===== src/rtl/alu_wb_pkg.sv =====
// Shared constants and types for the ALU writeback stage.
package alu_wb_pkg;

    localparam int DATA_W_DEF = 64;
    localparam int REG_AW_DEF = 5;
    localparam int DEPTH_DEF  = 4;

    // One queued writeback: result plus destination register.
    typedef struct packed {
        logic [DATA_W_DEF-1:0] data;
        logic [REG_AW_DEF-1:0] rd;
    } wb_entry_t;

endpackage


===== src/rtl/wb_fifo.sv =====
// Writeback result queue: storage, wrapping pointers, explicit occupancy count,
// and a per-slot valid vector so the top level can run the hazard compare.
module wb_fifo
    import alu_wb_pkg::*;
#(
    parameter int DATA_W = DATA_W_DEF,
    parameter int REG_AW = REG_AW_DEF,
    parameter int DEPTH  = DEPTH_DEF
) (
    input  logic                     clk,
    input  logic                     rst,
    input  logic                     push,
    input  logic [DATA_W-1:0]        push_data,
    input  logic [REG_AW-1:0]        push_rd,
    input  logic                     pop,
    output logic [DATA_W-1:0]        head_data,
    output logic [REG_AW-1:0]        head_rd,
    output logic [$clog2(DEPTH):0]   count,
    output logic                     full,
    output logic                     empty,
    output logic [DEPTH-1:0]         ent_vld,
    output logic [DEPTH*REG_AW-1:0]  ent_rd
);

    localparam int AW = $clog2(DEPTH);
    localparam int CW = AW + 1;

    logic [DATA_W-1:0] mem_data [DEPTH];
    logic [REG_AW-1:0] mem_rd   [DEPTH];
    logic [AW-1:0]     wptr;
    logic [AW-1:0]     rptr;
    logic [CW-1:0]     cnt;

    // Pointers wrap naturally at AW bits; count disambiguates full from empty.
    always_ff @(posedge clk or posedge rst) begin
        if (rst) begin
            wptr <= '0;
            rptr <= '0;
            cnt  <= '0;
        end else begin
            if (push) wptr <= wptr + AW'(1);
            if (pop)  rptr <= rptr + AW'(1);
            case ({push, pop})
                2'b10:   cnt <= cnt + CW'(1);
                2'b01:   cnt <= cnt - CW'(1);
                default: cnt <= cnt;
            endcase
        end
    end

    // Payload storage carries no reset; occupancy alone decides what is live.
    always_ff @(posedge clk) begin
        if (push) begin
            mem_data[wptr] <= push_data;
            mem_rd[wptr]   <= push_rd;
        end
    end

    assign count = cnt;
    assign empty = (cnt == '0);
    assign full  = (cnt == CW'(DEPTH));

    // Head is forced to zero when empty so outputs are clean without resetting storage.
    assign head_data = empty ? '0 : mem_data[rptr];
    assign head_rd   = empty ? '0 : mem_rd[rptr];

    // A slot is live when its distance from the read pointer is below the count.
    always_comb begin
        logic [AW-1:0] off;
        off     = '0;
        ent_vld = '0;
        ent_rd  = '0;
        for (int i = 0; i < DEPTH; i++) begin
            off        = AW'(i) - rptr;
            ent_vld[i] = ({1'b0, off} < cnt);
            ent_rd[i*REG_AW +: REG_AW] = mem_rd[i];
        end
    end

endmodule


===== src/rtl/alu_wb_stage.sv =====
// Buffered writeback stage behind the 64-bit ALU: accept filtering, result
// queue, sticky divide-by-zero status and pending-destination hazard check.
// Optional macro ALU_WB_BYPASS_EN: zero-latency writeback when the queue is empty.
module alu_wb_stage
    import alu_wb_pkg::*;
#(
    parameter int DATA_W = DATA_W_DEF,
    parameter int REG_AW = REG_AW_DEF,
    parameter int DEPTH  = DEPTH_DEF
) (
    input  logic                   clk,
    input  logic                   rst,
    input  logic                   in_valid,
    output logic                   in_ready,
    input  logic [DATA_W-1:0]      in_res,
    input  logic                   in_error,
    input  logic [REG_AW-1:0]      in_rd,
    input  logic                   in_wen,
    output logic                   wb_valid,
    input  logic                   wb_ready,
    output logic [DATA_W-1:0]      wb_data,
    output logic [REG_AW-1:0]      wb_rd,
    input  logic [REG_AW-1:0]      hz_rd,
    output logic                   hz_hit,
    output logic                   err_sticky,
    output logic [REG_AW-1:0]      err_rd,
    input  logic                   err_clr,
    output logic [$clog2(DEPTH):0] count
);

    logic                    accept;
    logic                    acc_err;
    logic                    acc_wb;
    logic                    push;
    logic                    pop;
    logic [DATA_W-1:0]       f_data;
    logic [REG_AW-1:0]       f_rd;
    logic                    f_full;
    logic                    f_empty;
    logic [DEPTH-1:0]        ent_vld;
    logic [DEPTH*REG_AW-1:0] ent_rd;

    // in_ready depends only on occupancy, never on wb_ready.
    assign in_ready = !f_full;
    assign accept   = in_valid && in_ready;
    assign acc_err  = accept && in_error;
    assign acc_wb   = accept && !in_error && in_wen;

`ifdef ALU_WB_BYPASS_EN
    logic bypass;
    // Empty queue lets a fresh result go straight to the write port.
    assign bypass   = f_empty && in_valid && in_wen && !in_error;
    assign wb_valid = !f_empty || bypass;
    assign wb_data  = bypass ? in_res : f_data;
    assign wb_rd    = bypass ? in_rd  : f_rd;
    assign push     = acc_wb && !(bypass && wb_ready);
    assign pop      = !f_empty && wb_ready;
`else
    assign wb_valid = !f_empty;
    assign wb_data  = f_data;
    assign wb_rd    = f_rd;
    assign push     = acc_wb;
    assign pop      = wb_valid && wb_ready;
`endif

    wb_fifo #(
        .DATA_W (DATA_W),
        .REG_AW (REG_AW),
        .DEPTH  (DEPTH)
    ) u_fifo (
        .clk       (clk),
        .rst       (rst),
        .push      (push),
        .push_data (in_res),
        .push_rd   (in_rd),
        .pop       (pop),
        .head_data (f_data),
        .head_rd   (f_rd),
        .count     (count),
        .full      (f_full),
        .empty     (f_empty),
        .ent_vld   (ent_vld),
        .ent_rd    (ent_rd)
    );

    // Sticky error: a new error beats a same-cycle clear and refreshes err_rd.
    always_ff @(posedge clk or posedge rst) begin
        if (rst) begin
            err_sticky <= 1'b0;
            err_rd     <= '0;
        end else if (acc_err) begin
            err_sticky <= 1'b1;
            if (!err_sticky || err_clr) err_rd <= in_rd;
        end else if (err_clr) begin
            err_sticky <= 1'b0;
        end
    end

    // Hazard reduction over live queue slots only; stale slots are masked.
    always_comb begin
        hz_hit = 1'b0;
        for (int i = 0; i < DEPTH; i++) begin
            if (ent_vld[i] && (ent_rd[i*REG_AW +: REG_AW] == hz_rd)) hz_hit = 1'b1;
        end
    end

endmodule


===== config.mk =====
export PLATFORM = sky130hd
export DESIGN_NAME = alu_wb_stage
export DESIGN_NICKNAME = d
export VERILOG_FILES = /design/src/rtl/alu_wb_pkg.sv /design/src/rtl/wb_fifo.sv /design/src/rtl/alu_wb_stage.sv
export SDC_FILE = /design/constraint.sdc
export NUM_CORES = 1
export LEC_CHECK = 0
export BUFFER_PORTS_ARGS = -buffer_cell sky130_fd_sc_hd__buf_2
export CORE_MARGIN = 10
export CORE_UTILIZATION = 36
export DETAILED_ROUTE_END_ITERATION = 6
export PLACE_DENSITY = 0.63
export SETUP_SLACK_MARGIN = 0.3
export SYNTH_ARGS = -nofsm -noshare
export SYNTH_HDL_FRONTEND = slang
export SYNTH_HIERARCHICAL = 1
export SYNTH_SLANG_ARGS = --single-unit

===== constraint.sdc =====
create_clock -name clk -period 3.4 [get_ports clk]
set_input_delay 0.68 -clock clk [delete_from_list [all_inputs] [get_ports clk]]
set_output_delay 0.68 -clock clk [all_outputs]
set_load 0.05 [all_outputs]

Yosys cells after proc, flatten, opt, wreduce, memory -nomap -nowiden
Memory sizes are Yosys's and may differ from the RTL's.
Index checks and enable logic that the tools add are counted.
- register bits after elaboration: 13
- input bits: 81
- logic and storage cells: 55
- bits in writable memories: 276
- memories: 2
- output and inout port bits: 81
- order comparisons: 4
- add/sub/neg operators: 8
- reduce and logical (&&, ||, !) cells: 18
- muxes and demuxes: 11
- equal/unequal tests: 7
- memory list (memory ; words ; bits a word ; rd ports ; clocked after memory_dff ; write ports ; line ; RTL):
    u_fifo.mem_data ; 4 ; 64 ; 1 ; 0 ; 1 ; wb_fifo.sv:28 ; logic [DATA_W-1:0] mem_data [DEPTH];
    u_fifo.mem_rd ; 4 ; 5 ; 5 ; 0 ; 1 ; wb_fifo.sv:29 ; logic [REG_AW-1:0] mem_rd [DEPTH];
- operator list (operator ; number):
    two-way mux 64 bit ; 1
    equality test 5 bit ; 4
    < comparator 2 x 3 -> 1 bit ; 4
    logical AND 1 bit ; 9
    two-way mux 1 bit ; 8
    case mux 3 bit (2 select lines) ; 1
    two-way mux 5 bit ; 1
    adder 2 x 1 -> 2 bit (second input constant) ; 2
    zero test 1 bit ; 4
    nonzero test 2 bit ; 2
    subtractor 1 x 2 -> 2 bit (first input constant) ; 2
    subtractor 2 bit (first input constant) ; 2
    adder 3 x 1 -> 3 bit (second input constant) ; 1
    equality test 3 bit (second input constant) ; 1
    zero test 3 bit ; 1
    subtractor 3 x 1 -> 3 bit (second input constant) ; 1
    equality test 2 x 1 -> 1 bit (second input constant) ; 1
    equality test 2 bit (second input constant) ; 1
    AND reduction 2 bit ; 1
    logical OR 1 bit ; 1

Depth between registers and ports, before layout
- word-level depth: 7
- gate-level depth with buffers: 10
- gate-level depth less buffers: 10

Modules after synthesis
Netlist, hierarchy kept.
- modules (own cells, without submodules) (module ; area each (µm²) ; cells each ; instances):
    wb_fifo ; 10941.7 ; 491 ; 1
    alu_wb_stage ; 510.5 ; 50 ; 1

Worst setup path after synthesis
Ideal clock, no wire load.
- path kind: reg2reg
- from: reg u_fifo.cnt[1] (netlist: u_fifo/count[1])
- to: mem u_fifo/mem_data[0][0] in the netlist's numbering (enable)
- slack: -0.530 ns
- clock period less this slack: 3.930 ns
- required time: 2.966 ns
- stages on the path, launching flop included: 5
- library setup time: 0.434 ns
- arrival time: 3.495 ns
- cell sequence: dfrtp_1 > inv_1 > and3_1 > nor4bb_1 > and2_1
- word-level cells in the longest chain between the ends: 7
- RTL lines (what ; line ; RTL):
    start, declared ; wb_fifo.sv:32 ; logic [CW-1:0] cnt;
    start signal, assigned ; wb_fifo.sv:44 ; 2'b10: cnt <= cnt + CW'(1);
    start signal, assigned ; wb_fifo.sv:45 ; 2'b01: cnt <= cnt - CW'(1);
    start signal, assigned ; wb_fifo.sv:46 ; default: cnt <= cnt;
    equality test 3 bit ; wb_fifo.sv:61 ; assign full = (cnt == CW'(DEPTH));
    named net f_full ; alu_wb_stage.sv:38 ; logic f_full;
    zero test 1 bit ; alu_wb_stage.sv:44 ; assign in_ready = !f_full;
    logical AND 1 bit ; alu_wb_stage.sv:45 ; assign accept = in_valid && in_ready;
    logical AND 1 bit (2 in series) ; alu_wb_stage.sv:47 ; assign acc_wb = accept && !in_error && in_wen;
    named net acc_wb ; alu_wb_stage.sv:33 ; logic acc_wb;
    two-way mux 1 bit ; wb_fifo.sv:53 ; if (push) begin
    two-way mux 1 bit (implied by the code) ; wb_fifo.sv:54 ; mem_data[wptr] <= push_data;
    end, declared ; wb_fifo.sv:28 ;
The timed path passes the listed nets, and every way through them passes these cells.

Worst setup path after layout
- from: reg u_fifo.rptr[0]
- to: out hz_hit
- elaborated cells on any way between the ends: 16
- RTL lines (what ; line ; RTL):
    start, declared ; wb_fifo.sv:31 ; logic [AW-1:0] rptr;
    start signal, assigned ; wb_fifo.sv:42 ; if (pop) rptr <= rptr + AW'(1);
    subtractor 2 bit ; wb_fifo.sv:74 ; off = AW'(i) - rptr;
    < comparator 2 x 3 -> 1 bit ; wb_fifo.sv:75 ; ent_vld[i] = ({1'b0, off} < cnt);
    named net ent_vld[2] ; alu_wb_stage.sv:40 ; logic [DEPTH-1:0] ent_vld;
    logical AND 1 bit ; alu_wb_stage.sv:103 ; if (ent_vld[i] && (ent_rd[i*REG_AW +: REG_AW] == hz_rd)) hz_hit = 1'b1;
    two-way mux 1 bit (2 in series) ; alu_wb_stage.sv:103 ;
    end, declared ; alu_wb_stage.sv:24 ; output logic hz_hit,
The timed path passes the listed nets, and every way through them passes these cells.

==> reports/qor.csv <==
metric;value;unit
DR DRC count;0;
Pre-antenna DRT Iters;4;
worst relative slew slack;0.572;
gr usage total;0.119;
Synth Cell Area;11500;sq um
Final Hold Fails;0;
grt met3 use;0.0306;
Placed Area;12800;sq um
Reg power frac;0.333;
min Tclk post-route;3.13;ns
GR Layer Usage met2;0.204;
Peak VDD IR;0.642;mV
Initial Util;0.364;
clk_skew;0.0118;ns
post-synthesis simple-gate area fraction;0.0520;
DP HPWL;14600;um
adder-cell area share of the yosys netlist;0.0116;
Synth Area in XOR/XNOR;0.0213;
CTS tree;built;
Worst R2R Setup Slack;0.89;ns
Critical Path Fanout Max;4;
switching share of power;0.398;
Yosys warnings;6;
GRT met1 Usage;0.148;
Synth Flop Type;edfxtp_1;
Yosys cell types;33;
final setup fails;0;
leakage power;0.00489;uW
commonest non-fill, non-tap cell in the layout;edfxtp_1;
die area;39300;sq um
portion of netlist area occupied by mux cells;0.141;
Clk pwr share;0.242;
CP endpoint kind;primary output;
Overflow after GRT;0;
Clock transition at path regs;0.06;ns
Final Wtd Congestion;0.731;
grt peak-use layer;met2;
Setup TNS;0;ns
RSZ-0062 raised after global routing;true;
Place WS;0.684;ns
Final nets;824;
largest net degree at the start of global routing;49;
P_int;7780;uW
CTS Buffer Depth;3;
root buffer cell;clkbuf_16;
final worst path period share;0.921;
drt first-iter violations;206;
worst min path class;input port to async pin;
vias per std cell;4.81;
number of enable flip-flop cells after synthesis;276;
CP Class;flip-flop to primary output;
largest family of logic cells by synthesized area;multiplexers;
via count;5575;
number of CTS-inserted buffers;31;
Tightest Pin Transition;0.643;ns
drt wl/cell;20.5;um
CTS Hold Bufs;0;
htree depth;1;
flops & latches, synth;289;
Max Fclk;319;MHz
final hold slack;0.0674;ns
Slew Limit Fails;0;
die span in x;198;um
worst skew pair latency;0.54;ns
first-pass GRT wire length;36200;um
PortBufs;161;
Final ANT Viol Nets;0;
via count of the first global-routing pass;6130;
antenna violations before repair;1;
worst setup margin;0.269;ns
Comb pwr share;0.425;
FFs w/ async S/R, synth;0.0450;
IO Pins;162;
sequential area share after synthesis;0.752;
commonest non-fill, non-tap cells in the layout;edfxtp_1 (276), buf_2 (160), nor2b_1 (70), mux4_2 (69), clkbuf_16 (32);
switching power;5130;uW
Core Area;31500;sq um
CP Launch Type;flip-flop;
fin area;13900;sq um
max-cap viol count;0;
mean post-synth cell area;21.2;sq um
Post-Synthesis Cells;541;
FP Rows;65;
share of cells above drive strength 1;0.422;
total power;12900;uW
chip height;198;um
Synth-to-Final Area Change;21.7;%
PwrDens;926;nW/um^2
WP data arrival;2.45;ns
Worst Path Required;2.72;ns
status;finished clean;
CTS sink cnt;289;
syn nets;632;
Compound-Gate Fraction of Synth Area;0.00459;
drt total wl;23800;um
-- power groups by stage --
stage | clock, uW | sequential, uW | combinational [uW]
final | 3120 | 4300 | 5490
after global routing | 3380 | 4330 | 5840
after CTS | 3230 | 4300 | 5470
after detailed placement | 0 | 4380 | 5380
after global placement | 0 | 4380 | 5370
after floorplan | 0 | 4480 | 4060
-- cell families (layout without fill, tap and decap cells) --
group | after synthesis | after routing
DFF | 289 | 289
and+or+nand+nor | 94 | 94
muxes | 75 | 75
buffers and inverters | 37 | 252
xor gates and xnor gates | 27 | 27
adders and majority gates | 10 | 10
AOI/OAI and AO/OA | 9 | 9
other | 0 | 1
-- worst max-delay path, stage by stage, from the launching register on --
cell and delay [ns]:
dfrtp_4 0.52, xor2_2 0.20, inv_1 0.09, ha_4 0.27, a21oi_2 0.05, or2_4 0.22
and3_4 0.15, a31oi_4 0.14, nand3_2 0.10, buf_8 0.16
-- worst paths after layout --
kind	from	cells past startpoint	to
setup reg to reg	u_fifo/count[1]$_DFFE_PP0P_	6	u_fifo/mem_data[3][61]$_DFFE_PP_
hold / removal	rst	2	err_sticky$_DFFE_PP0P_
hold reg to reg	err_rd[1]$_DFFE_PP0P_	1	err_rd[1]$_DFFE_PP0P_
max in group asynchronous	rst	2	u_fifo/rptr[1]$_DFFE_PP0P_
setup / recovery	u_fifo/rptr[0]$_DFFE_PP0P_	9	hz_hit
min in group clk	in_res[54]	1	u_fifo/mem_data[0][54]$_DFFE_PP_
-- flip-flops by register name (all words and copies together) (netlist names) --
name / flops
u_fifo/count: 3
err_rd: 5
u_fifo/mem_rd: 20
u_fifo/mem_data: 256
u_fifo/rptr: 2
u_fifo/wptr: 2
err_sticky: 1
-- what timing repair did --
item,4_1_cts,5_1_grt
setup buffers,3,1
gates cloned,0,1
endpoints found under the hold margin,0,0
pin swaps,4,3
gates resized for setup,6,11
setup endpoints to repair,67,49
-- Yosys cell counts (all sizes together), types with 3 or more instances --
cell type | count | share of area
nand2 | 3 | 0.00098
inv | 14 | 0.0046
mux4 | 69 | 0.14
and2 | 4 | 0.0022
clkbuf | 11 | 0.0036
ha | 9 | 0.0098
nor2b | 70 | 0.038
or2 | 3 | 0.0016
nor4 | 4 | 0.0035
dfrtp | 13 | 0.028
nand3 | 4 | 0.0017
edfxtp | 276 | 0.72
buf | 12 | 0.0087
a21oi | 5 | 0.0025
xor2 | 21 | 0.016
xnor2 | 6 | 0.0052
mux2 | 5 | 0.0049
-- area by class of cell --
class                      count  area [sq um]
clock inverter                20           158
antenna                        1          2.50
fill                        2752         17500
inverter                      14          52.6
tap                          402           503
clock buffer                  36           795
sequential                   289          8620
timing repair buffer         182          1090
multi-input combinational    215          2710
-- metrics by stage --
step           instances   util
4_1_cts             1156  0.440
3_5_place_dp        1097  0.408
2_1_floorplan        541      -
5_1_grt             1158  0.443
3_3_place_gp        1097  0.408
6_report            1159  0.443
-- layer usage --
metal / wire length [um] / up-vias / part of all wire
li1: - / 2532 / -
met1: 9910 / 2890 / 0.42
met2: 12100 / 116 / 0.51
met3: 1350 / 37 / 0.057
met4: 413 / 0 / 0.017
met5: 0 / - / 0
(Power assumes the default switching activity.)
